<file path="config.mk">
export PLATFORM = sky130hd
export DESIGN_NAME = ctr_crd_arb
export DESIGN_NICKNAME = d
export VERILOG_FILES = /design/src/rtl/ctr_crd_arb.sv
export SDC_FILE = /design/constraint.sdc
export NUM_CORES = 1
export LEC_CHECK = 0
export BUFFER_PORTS_ARGS = -buffer_cell sky130_fd_sc_hd__buf_2
export CORE_AREA = 2 2 313 315
export DETAILED_ROUTE_END_ITERATION = 16
export DIE_AREA = 0 0 315 317
export GPL_ROUTABILITY_DRIVEN = 0
export SYNTH_ARGS = -nofsm -noshare
export SYNTH_HDL_FRONTEND = slang
export SYNTH_SLANG_ARGS = --single-unit
</file>
<file path="constraint.sdc">
create_clock -name clk -period 6.2 [get_ports clk]
set_clock_uncertainty 0.15 [all_clocks]
set_input_delay 0 -clock clk [delete_from_list [all_inputs] [get_ports clk]]
set_output_delay 0 -clock clk [all_outputs]
set_load 0.02 [all_outputs]
</file>
<file path="src/rtl/ctr_crd_arb.sv">
// ctr_crd_arb: round-robin arbiter sharing the GLB coordinate read port
// between the FPS and KNN engines. A one-entry address stage feeds GLB,
// and an in-order tag FIFO records which engine owns each outstanding read
// so returned words are steered back combinationally.
// Optional build macro: CTR_CRD_ARB_PERF_EN adds saturating grant/stall counters.
module ctr_crd_arb #(
    parameter int SRAM_WIDTH = 256,
    parameter int IDX_WIDTH  = 10,
    parameter int TAG_DEPTH  = 4
) (
    input  logic                  clk,
    input  logic                  rst_n,
    input  logic                  CCUCTR_Rst,
    input  logic [IDX_WIDTH-1:0]  FPSARB_CrdAddr,
    input  logic                  FPSARB_CrdAddrVld,
    output logic                  ARBFPS_CrdAddrRdy,
    output logic [SRAM_WIDTH-1:0] ARBFPS_Crd,
    output logic                  ARBFPS_CrdVld,
    input  logic                  FPSARB_CrdRdy,
    input  logic [IDX_WIDTH-1:0]  KNNARB_CrdAddr,
    input  logic                  KNNARB_CrdAddrVld,
    output logic                  ARBKNN_CrdAddrRdy,
    output logic [SRAM_WIDTH-1:0] ARBKNN_Crd,
    output logic                  ARBKNN_CrdVld,
    input  logic                  KNNARB_CrdRdy,
`ifdef CTR_CRD_ARB_PERF_EN
    output logic [15:0]           ARBCCU_FpsGntCnt,
    output logic [15:0]           ARBCCU_KnnGntCnt,
    output logic [15:0]           ARBCCU_StallCnt,
`endif
    output logic [IDX_WIDTH-1:0]  ARBGLB_CrdAddr,
    output logic                  ARBGLB_CrdAddrVld,
    input  logic                  GLBARB_CrdAddrRdy,
    input  logic [SRAM_WIDTH-1:0] GLBARB_Crd,
    input  logic                  GLBARB_CrdVld,
    output logic                  ARBGLB_CrdRdy
);

    localparam int PW = (TAG_DEPTH > 1) ? $clog2(TAG_DEPTH) : 1;
    localparam int CW = PW + 1;
    localparam logic [CW-1:0] DEPTH_C   = CW'(TAG_DEPTH);
    localparam logic [CW-1:0] CNT_ONE_C = {{(CW-1){1'b0}}, 1'b1};
    localparam logic [PW-1:0] PTR_ONE_C = {{(PW-1){1'b0}}, 1'b1};

    // Address stage
    logic                 stage_full_q, stage_full_d;
    logic [IDX_WIDTH-1:0] stage_addr_q, stage_addr_d;
    // Round-robin pointer: 0 = FPS has priority, 1 = KNN has priority
    logic                 prio_q, prio_d;
    // Tag FIFO: 0 = FPS owns the read, 1 = KNN owns it
    logic                 tag_q [TAG_DEPTH];
    logic                 tag_d [TAG_DEPTH];
    logic [PW-1:0]        wr_ptr_q, wr_ptr_d;
    logic [PW-1:0]        rd_ptr_q, rd_ptr_d;
    logic [CW-1:0]        cnt_q, cnt_d;

    logic slot_free_s, room_s, accept_ok_s;
    logic gnt_fps_s, gnt_knn_s, push_s, pop_s;
    logic cnt_nz_s, head_s;

    // Arbitration, flow control and return-path steering
    always_comb begin
        cnt_nz_s    = (cnt_q != {CW{1'b0}});
        head_s      = tag_q[rd_ptr_q];
        ARBGLB_CrdRdy = cnt_nz_s & (head_s ? KNNARB_CrdRdy : FPSARB_CrdRdy);
        pop_s       = GLBARB_CrdVld & ARBGLB_CrdRdy;
        slot_free_s = ~stage_full_q | GLBARB_CrdAddrRdy;
        room_s      = (cnt_q < DEPTH_C) | pop_s;
        accept_ok_s = slot_free_s & room_s & ~CCUCTR_Rst;
        gnt_fps_s   = FPSARB_CrdAddrVld & (~KNNARB_CrdAddrVld | ~prio_q);
        gnt_knn_s   = KNNARB_CrdAddrVld & (~FPSARB_CrdAddrVld | prio_q);
        ARBFPS_CrdAddrRdy = accept_ok_s & gnt_fps_s;
        ARBKNN_CrdAddrRdy = accept_ok_s & gnt_knn_s;
        push_s      = ARBFPS_CrdAddrRdy | ARBKNN_CrdAddrRdy;
        ARBFPS_CrdVld = GLBARB_CrdVld & cnt_nz_s & ~head_s;
        ARBKNN_CrdVld = GLBARB_CrdVld & cnt_nz_s & head_s;
        ARBFPS_Crd    = GLBARB_Crd;
        ARBKNN_Crd    = GLBARB_Crd;
        ARBGLB_CrdAddrVld = stage_full_q;
        ARBGLB_CrdAddr    = stage_addr_q;
    end

    // Next-state for stage register, priority pointer and tag FIFO
    always_comb begin
        stage_full_d = stage_full_q;
        stage_addr_d = stage_addr_q;
        prio_d       = prio_q;
        tag_d        = tag_q;
        wr_ptr_d     = wr_ptr_q;
        rd_ptr_d     = rd_ptr_q;
        cnt_d        = cnt_q;
        if (CCUCTR_Rst) begin
            stage_full_d = 1'b0;
            stage_addr_d = {IDX_WIDTH{1'b0}};
            prio_d       = 1'b0;
            wr_ptr_d     = {PW{1'b0}};
            rd_ptr_d     = {PW{1'b0}};
            cnt_d        = {CW{1'b0}};
            for (int i = 0; i < TAG_DEPTH; i++) begin
                tag_d[i] = 1'b0;
            end
        end else begin
            if (push_s) begin
                stage_full_d = 1'b1;
                stage_addr_d = gnt_fps_s ? FPSARB_CrdAddr : KNNARB_CrdAddr;
                prio_d       = gnt_fps_s;
                tag_d[wr_ptr_q] = ~gnt_fps_s;
                wr_ptr_d     = wr_ptr_q + PTR_ONE_C;
            end else if (stage_full_q & GLBARB_CrdAddrRdy) begin
                stage_full_d = 1'b0;
            end else begin
                stage_full_d = stage_full_q;
            end
            if (pop_s) begin
                rd_ptr_d = rd_ptr_q + PTR_ONE_C;
            end else begin
                rd_ptr_d = rd_ptr_q;
            end
            case ({push_s, pop_s})
                2'b10:   cnt_d = cnt_q + CNT_ONE_C;
                2'b01:   cnt_d = cnt_q - CNT_ONE_C;
                default: cnt_d = cnt_q;
            endcase
        end
    end

    // State registers
    always_ff @(posedge clk or negedge rst_n) begin
        if (!rst_n) begin
            stage_full_q <= 1'b0;
            stage_addr_q <= {IDX_WIDTH{1'b0}};
            prio_q       <= 1'b0;
            wr_ptr_q     <= {PW{1'b0}};
            rd_ptr_q     <= {PW{1'b0}};
            cnt_q        <= {CW{1'b0}};
            for (int i = 0; i < TAG_DEPTH; i++) begin
                tag_q[i] <= 1'b0;
            end
        end else begin
            stage_full_q <= stage_full_d;
            stage_addr_q <= stage_addr_d;
            prio_q       <= prio_d;
            wr_ptr_q     <= wr_ptr_d;
            rd_ptr_q     <= rd_ptr_d;
            cnt_q        <= cnt_d;
            for (int i = 0; i < TAG_DEPTH; i++) begin
                tag_q[i] <= tag_d[i];
            end
        end
    end

`ifdef CTR_CRD_ARB_PERF_EN
    logic [15:0] fps_gnt_cnt_q, fps_gnt_cnt_d;
    logic [15:0] knn_gnt_cnt_q, knn_gnt_cnt_d;
    logic [15:0] stall_cnt_q,   stall_cnt_d;
    logic        stall_s;

    // Saturating grant and stall counters
    always_comb begin
        fps_gnt_cnt_d = fps_gnt_cnt_q;
        knn_gnt_cnt_d = knn_gnt_cnt_q;
        stall_cnt_d   = stall_cnt_q;
        stall_s       = (FPSARB_CrdAddrVld | KNNARB_CrdAddrVld) & ~push_s;
        if (CCUCTR_Rst) begin
            fps_gnt_cnt_d = 16'h0000;
            knn_gnt_cnt_d = 16'h0000;
            stall_cnt_d   = 16'h0000;
        end else begin
            if (ARBFPS_CrdAddrRdy && (fps_gnt_cnt_q != 16'hFFFF)) begin
                fps_gnt_cnt_d = fps_gnt_cnt_q + 16'h0001;
            end else begin
                fps_gnt_cnt_d = fps_gnt_cnt_q;
            end
            if (ARBKNN_CrdAddrRdy && (knn_gnt_cnt_q != 16'hFFFF)) begin
                knn_gnt_cnt_d = knn_gnt_cnt_q + 16'h0001;
            end else begin
                knn_gnt_cnt_d = knn_gnt_cnt_q;
            end
            if (stall_s && (stall_cnt_q != 16'hFFFF)) begin
                stall_cnt_d = stall_cnt_q + 16'h0001;
            end else begin
                stall_cnt_d = stall_cnt_q;
            end
        end
    end

    // Counter registers
    always_ff @(posedge clk or negedge rst_n) begin
        if (!rst_n) begin
            fps_gnt_cnt_q <= 16'h0000;
            knn_gnt_cnt_q <= 16'h0000;
            stall_cnt_q   <= 16'h0000;
        end else begin
            fps_gnt_cnt_q <= fps_gnt_cnt_d;
            knn_gnt_cnt_q <= knn_gnt_cnt_d;
            stall_cnt_q   <= stall_cnt_d;
        end
    end

    assign ARBCCU_FpsGntCnt = fps_gnt_cnt_q;
    assign ARBCCU_KnnGntCnt = knn_gnt_cnt_q;
    assign ARBCCU_StallCnt  = stall_cnt_q;
`endif

endmodule

</file>
; ---- Word-level counts from Yosys, hierarchy flattened
; Cells that the tools add are included.
[totals]
reg_bits = 23
in_bits = 285
output_inout_bits = 528
wordCells = 75
[op_classes]
n_addsub = 4
order_cmp = 4
n_eq_ne = 2
muxes = 23
bitwise_logic = 26
reduce_logical = 6
[op_table]
columns = cell, count
row1 = $mux W10, 3
row2 = $and A1 B1 Y1, 12
row3 = $mux W1, 9
row4 = $reduce_bool A3 Y1, 3
row5 = $mux W2, 4
row6 = $mux W4, 2
row7 = $not A1 Y1, 7
row8 = $ge A3 B3 Y1 const B, 2
row9 = $not A2 Y3, 2
row10 = $pmux W3 S2, 1
row11 = $or A1 B1 Y1, 5
row12 = $add A2 B1 Y2 const B, 2
row13 = $bwmux W4, 1
row14 = $reduce_bool A2 Y1, 2
row15 = $add A3 B1 Y3 const B, 1
row16 = $lt A3 B1 Y1 const B, 1
row17 = $lt A3 B3 Y1 const B, 1
row18 = $mux W3, 1
row19 = $sub A3 B1 Y3 const B, 1
row20 = $bmux W1 S2, 1
row21 = $demux W1 S2, 1
row22 = $eq A2 B1 Y1 const B, 1
row23 = $eq A2 B2 Y1 const B, 1
row24 = $logic_and A1 B1 Y1, 1

; ---- Logic depth before layout (Yosys ltp)
[logic_depth]
ltp_word = 15
ltp_mapped = 8
depth_no_buf = 8

; ---- Worst setup path before layout
; Ideal clock, no wire load.
[synth_path]
kind = register to register
from = register rd_ptr_q[0]
to = register cnt_q[1]
setup_ps = 167
arrival_time_ps = 2338
required_time_ps = 5883
slack_ps = 3544
stages_incl_launch_ff = 8
n_path_buf = 0
period_less_slack_ps = 2656
cell_sequence = dfrtp_1 > mux4_2 > mux2i_4 > or3_4 > inv_1 > fa_1 > a211oi_1 > a311oi_1
[synth_between]
elab_chain_cells = 15
elab_cells_between_ends = 18
classes_between = eq/ne (2) / mux (6) / bitwise (9) / reduce/logical (1)
[synth_lines]
columns = item, line
row1 = start: declaration, 54  ; logic [PW-1:0] rd_ptr_q, rd_ptr_d;
row2 = start signal: assignment, 134  ; rd_ptr_q <= {PW{1'b0}};
row3 = start signal: assignment, 144  ; rd_ptr_q <= rd_ptr_d;
row4 = $not A2 Y3 (implied by the code) *, 64  ; head_s = tag_q[rd_ptr_q];
row5 = $bmux W1 S2 *, 64
row6 = $mux W1 (implied by the code) * (2 in a row), 64
row7 = $mux W1 *, 65  ; ARBGLB_CrdRdy = cnt_nz_s & (head_s ? KNNARB_CrdRdy : FPSARB_CrdRdy);
row8 = $and A1 B1 Y1 *, 65
row9 = $and A1 B1 Y1 *, 66  ; pop_s = GLBARB_CrdVld & ARBGLB_CrdRdy;
row10 = $or A1 B1 Y1, 68  ; room_s = (cnt_q < DEPTH_C) | pop_s;
row11 = $and A1 B1 Y1 (2 in a row), 69  ; accept_ok_s = slot_free_s & room_s & ~CCUCTR_Rst;
row12 = "$and A1 B1 Y1, on equally long branches", "72, 73"
row13 = $or A1 B1 Y1, 74  ; push_s = ARBFPS_CrdAddrRdy | ARBKNN_CrdAddrRdy;
row14 = $eq A2 B1 Y1 / $eq A2 B2 Y1 (equally long branches), 119  ; case ({push_s, pop_s})
row15 = $pmux W3 S2, 119
row16 = $mux W3, 92  ; if (CCUCTR_Rst) begin
row17 = end signal: assignment, 135  ; cnt_q <= {CW{1'b0}};
row18 = end signal: assignment, 145  ; cnt_q <= cnt_d;
row19 = end: declaration, 55  ; logic [CW-1:0] cnt_q, cnt_d;
; Mark *: on every way between the ends. The rest lies on a longest branch, timed or not. The select of a mux whose other input is x is not followed.
; A chain may end at the register's enable or synchronous reset.

; ---- Worst setup path in the final report
[layout_path]
from = register rd_ptr_q[0]
to = register wr_ptr_q[1]
[layout_between]
elab_chain_cells = 13
elab_cells_between_ends = 14
classes_between = mux (4) / bitwise (9) / reduce/logical (1)
[layout_lines]
columns = item, line
row1 = $not A2 Y3 (implied by the code) *, 64
row2 = $bmux W1 S2 *, 64
row3 = $mux W1 (implied by the code) * (2 in a row), 64
row4 = $mux W1 *, 65
row5 = $and A1 B1 Y1 *, 65
row6 = $and A1 B1 Y1 *, 66
row7 = $or A1 B1 Y1 *, 68
row8 = $and A1 B1 Y1 * (2 in a row), 69
row9 = "$and A1 B1 Y1, on equally long branches", "72, 73"
row10 = $or A1 B1 Y1 *, 74
row11 = $reduce_bool A2 Y1 (no line) *, --
row12 = end signal: assignment, 133  ; wr_ptr_q <= {PW{1'b0}};
row13 = end signal: assignment, 143  ; wr_ptr_q <= wr_ptr_d;
row14 = end: declaration, 53  ; logic [PW-1:0] wr_ptr_q, wr_ptr_d;
; Marks and branches as above.

==> flow_summary.rst <==
.. list-table::
   :header-rows: 1

   * - Metric
     - Value
   * - Result of the run
     - finished with violations
   * - Violated checks
     - hold timing
   * - Placeable core region
     - 96,300 µm²
   * - Post-synthesis share of cell area spent on full adders, half adders and majority gates
     - 1.36%
   * - Synthesized area
     - 5170 µm²
   * - DP HPWL
     - 36.6 mm
   * - Largest family of logic cells by synthesized area
     - buffers and inverters
   * - Pre-Repair DR Iteration Count
     - 4
   * - Net count after synthesis
     - 927
   * - Level count of the clock H-tree
     - 1
   * - Pre-CTS setup slack
     - 3.13 ns
   * - Avg Synthesized Cell Area
     - 8.11 µm²
   * - Worst hold slack
     - -0.0232 ns
   * - Area enclosed by the die boundary
     - 99,900 µm²
   * - Fraction of final layout cells with drive strength greater than 1
     - 12.4%
   * - Post-synthesis compound-gate area fraction
     - 3.29%
   * - Pin count of the biggest net entering global routing
     - 24
   * - Setup WS post-layout
     - 3.11 ns
   * - Lkg Pwr
     - 2.01 nW
   * - Starting DRT DRC Count
     - 130
   * - Clock transition at path regs
     - 0.06 ns
   * - Finish-stage setup viols
     - 0
   * - Post-Layout Cell Count
     - 1,725
   * - Total wire length after detailed routing
     - 40.2 mm
   * - Measured slew at the worst slew-check pin
     - 1.03 ns
   * - Number of sinks driven by the clock tree
     - 23
   * - Post-synthesis share of cell area spent on xor and xnor gates
     - 0.339%
   * - Final worst path period need
     - 3.09 ns
   * - Sequential cell area fraction in the yosys report
     - 11.1%
   * - Number of placement rows
     - 114
   * - Peak Freq
     - 323 MHz
   * - Area Growth Syn to Fin
     - 15.4%
   * - Routed vias/inst
     - 1.84
   * - Max Slew Vio Count
     - 0
   * - Simple-gate portion of the synthesized area
     - 3.41%
   * - Root buf cell
     - sky130_fd_sc_hd__clkbuf_16
   * - Ratio of total power to cell area
     - 162 nW/µm²
   * - Top area cells in the synthesized netlist
     - sky130_fd_sc_hd__buf_4, sky130_fd_sc_hd__dfrtp_1, sky130_fd_sc_hd__mux2i_1, sky130_fd_sc_hd__ha_1, sky130_fd_sc_hd__nand2_1
   * - Hold violation count in the final report
     - 2
   * - TritonCTS clock tree
     - built
   * - Min-delay worst type
     - primary input to register
   * - Multiplexer area fraction after synthesis
     - 5.18%
   * - Worst Path Arrival
     - 3.09 ns
   * - Largest voltage drop on the vdd net
     - 103 µV
   * - Clock Latency Late Sink
     - 0.26 ns
   * - Number of standard cells after synthesis
     - 637
   * - Grt total ovfl
     - 0
   * - Crit-path max FO
     - 11
   * - Number of warnings issued by yosys
     - 0
   * - Library cell occupying the most area in the post-synthesis netlist
     - sky130_fd_sc_hd__buf_4
   * - Antenna violations before repair
     - 31
   * - Vert. Die Dim
     - 317 µm
   * - First-pass GRT wire length
     - 45.5 mm
   * - Post-cts resize count
     - 0
   * - Top-level I/O count
     - 813
   * - Post CTS Setup Buffer Count
     - 0
   * - Number of global-route vias before repair
     - 3,250
   * - Area share of the largest cell type after synthesis
     - 74.4%
   * - Number of max-cap violations
     - 0
   * - Setup repair after global routing missed its margin
     - false
   * - FF+latch count, synth
     - 23
   * - Number of hold buffers added after cts
     - 274
   * - Number of buffers on the longest clock path
     - 2
   * - Critical Path Source Type
     - register
   * - Placed cells
     - 1,441
   * - Ratio of final minimum period to clock period
     - 49.9%
   * - Width of the die
     - 315 µm
   * - Summed negative setup slack over all endpoints
     - 0 ns
   * - Worst Path Required
     - 6.20 ns
   * - Count of different cell masters after synthesis
     - 37
   * - Vias
     - 3,173
   * - Combined global-route utilization of all metal layers
     - 7.37%
   * - Count of buffers inserted at the top-level ports
     - 44
   * - Post-DRT Antenna Nets
     - 0
   * - Relative max-transition margin
     - 31.3%
   * - Final total power
     - 964 µW
   * - Layout fillers
     - 11.3k
   * - Initial Utilization
     - 5.37%
   * - Setup crit end kind
     - register
   * - Routed length per placed instance
     - 23.3 µm
   * - Setup CP Type
     - register to register
   * - Final-stage net count
     - 734
   * - DRC Markers
     - 0
   * - TritonCTS Buffers
     - 3
-- placed cells by master, fill, tap and decap left out, types with 2 or more instances in the layout --
cell                              n
sky130_fd_sc_hd__dlygate4sd3_1  274
sky130_fd_sc_hd__a21oi_1          2
sky130_fd_sc_hd__a21boi_0         3
sky130_fd_sc_hd__a32o_1           4
sky130_fd_sc_hd__clkbuf_16        3
sky130_fd_sc_hd__nor2_1           9
sky130_fd_sc_hd__o211ai_1         2
sky130_fd_sc_hd__buf_2           44
sky130_fd_sc_hd__mux2_2           2
sky130_fd_sc_hd__dfrtp_1         23
sky130_fd_sc_hd__o21ai_0          2
sky130_fd_sc_hd__mux2i_1         20
sky130_fd_sc_hd__inv_1            7
sky130_fd_sc_hd__diode_2          6
sky130_fd_sc_hd__nand2_1         11
sky130_fd_sc_hd__a311oi_1         2
sky130_fd_sc_hd__nor3_1           3
sky130_fd_sc_hd__nand3_1          6
sky130_fd_sc_hd__and2_1           2
sky130_fd_sc_hd__ha_1             4
-- stage by stage --
stage               util [%]  cell area (µm²)  hold slack, ns
CTS                     6.18             5950         0.00187
detailed placement      3.25             3130          -0.150
finish                  6.20             5970         -0.0232
global route            6.19             5960          0.0193
floorplan                  -             5170          -0.446
global placement        3.25             3130          -0.150
-- per-layer routing --
| metal | part of all wire [%] | GRT usage (%) |
|---|---|---|
| met4 | 4.6 | 3.03 |
| met5 | 0.28 | 0 |
| met1 | 33 | 7.34 |
| met2 | 44 | 11.6 |
| met3 | 19 | 5.56 |
-- cell type report --
| type | count | area, µm² | area share (%) |
|---|---|---|---|
| clock buffers | 3 | 75.1 | 1.26 |
| well taps | 1276 | 1600 | 26.8 |
| flip-flops and latches | 23 | 576 | 9.65 |
| diodes | 6 | 15.0 | 0.252 |
| inverters | 7 | 26.3 | 0.440 |
| repair buffers | 319 | 2970 | 49.8 |
| multi-input cells | 90 | 702 | 11.8 |
| clock inverters | 1 | 5.00 | 0.0839 |
-- worst max-delay path, stage by stage (launching register included) --
cell	delay, ns
sky130_fd_sc_hd__dfrtp_1	0.40
sky130_fd_sc_hd__mux4_2	0.59
sky130_fd_sc_hd__mux2i_4	0.24
sky130_fd_sc_hd__o21ai_1	0.58
sky130_fd_sc_hd__nand2_1	0.59
sky130_fd_sc_hd__mux2_2	0.43
-- power by group --
group	leakage, nW	internal [mW]	switching, mW	total, mW
sequential	0.304	0.170	0.0161	0.186
combinational	1.67	0.177	0.456	0.633
clock	0.0409	0.0870	0.0576	0.145
-- cell usage after synthesis --
master / number
sky130_fd_sc_hd__buf_4: 512
sky130_fd_sc_hd__dfrtp_1: 23
sky130_fd_sc_hd__mux2i_1: 20
sky130_fd_sc_hd__nand2_1: 11
sky130_fd_sc_hd__nor2_1: 9
sky130_fd_sc_hd__inv_1: 7
sky130_fd_sc_hd__nand3_1: 6
sky130_fd_sc_hd__a32o_1: 4
sky130_fd_sc_hd__ha_1: 4
sky130_fd_sc_hd__a21boi_0: 3
sky130_fd_sc_hd__clkbuf_1: 3
sky130_fd_sc_hd__nor3_1: 3
sky130_fd_sc_hd__a21oi_1: 2
sky130_fd_sc_hd__a311oi_1: 2
sky130_fd_sc_hd__and2_1: 2
sky130_fd_sc_hd__buf_2: 2
sky130_fd_sc_hd__mux2_2: 2
sky130_fd_sc_hd__o211ai_1: 2
sky130_fd_sc_hd__o21ai_0: 2
sky130_fd_sc_hd__a211oi_1: 1
sky130_fd_sc_hd__a22o_1: 1
sky130_fd_sc_hd__a31o_2: 1
sky130_fd_sc_hd__a31oi_1: 1
sky130_fd_sc_hd__and3_1: 1
sky130_fd_sc_hd__fa_1: 1
sky130_fd_sc_hd__mux2i_4: 1
sky130_fd_sc_hd__mux4_2: 1
sky130_fd_sc_hd__nand2b_1: 1
sky130_fd_sc_hd__nor2b_1: 1
sky130_fd_sc_hd__nor3b_1: 1
sky130_fd_sc_hd__o2111a_1: 1
sky130_fd_sc_hd__o21ai_1: 1
sky130_fd_sc_hd__o31ai_1: 1
sky130_fd_sc_hd__or3_1: 1
sky130_fd_sc_hd__or3_4: 1
sky130_fd_sc_hd__xnor2_1: 1
sky130_fd_sc_hd__xor2_1: 1
-- cells by family after synthesis --
| logic type | count (synthesis) |
|---|---|
| buffers and inverters | 524 |
| and+or+nand+nor | 37 |
| adders and majority gates | 5 |
| muxes | 24 |
| DFF | 23 |
| xor gates and xnor gates | 2 |
| AOI/OAI and AO/OA | 22 |
-- state kept, by name, indices dropped and copies added (netlist names) --
register           cells
rd_ptr_q               2
prio_q                 1
cnt_q                  3
wr_ptr_q               2
ARBGLB_CrdAddr        10
ARBGLB_CrdAddrVld      1
tag_q                  4
-- worst paths after layout --
kind | from | endpoint | slack, ns | cells past startpoint
worst max-delay path | rd_ptr_q[0] | wr_ptr_q[1] | 3.11 | 5
worst min-delay path | KNNARB_CrdAddr[4] | ARBGLB_CrdAddr[4] | -0.02 | 3
worst max register to register | rd_ptr_q[0] | wr_ptr_q[1] | 3.11 | 5
worst min register to register | tag_q[1] | tag_q[1] | 0.38 | 1
max in group asynchronous | rst_n | cnt_q[1] | 5.34 | 2
min in group asynchronous | rst_n | wr_ptr_q[1] | 0.18 | 2
(Power assumes the default switching activity.)
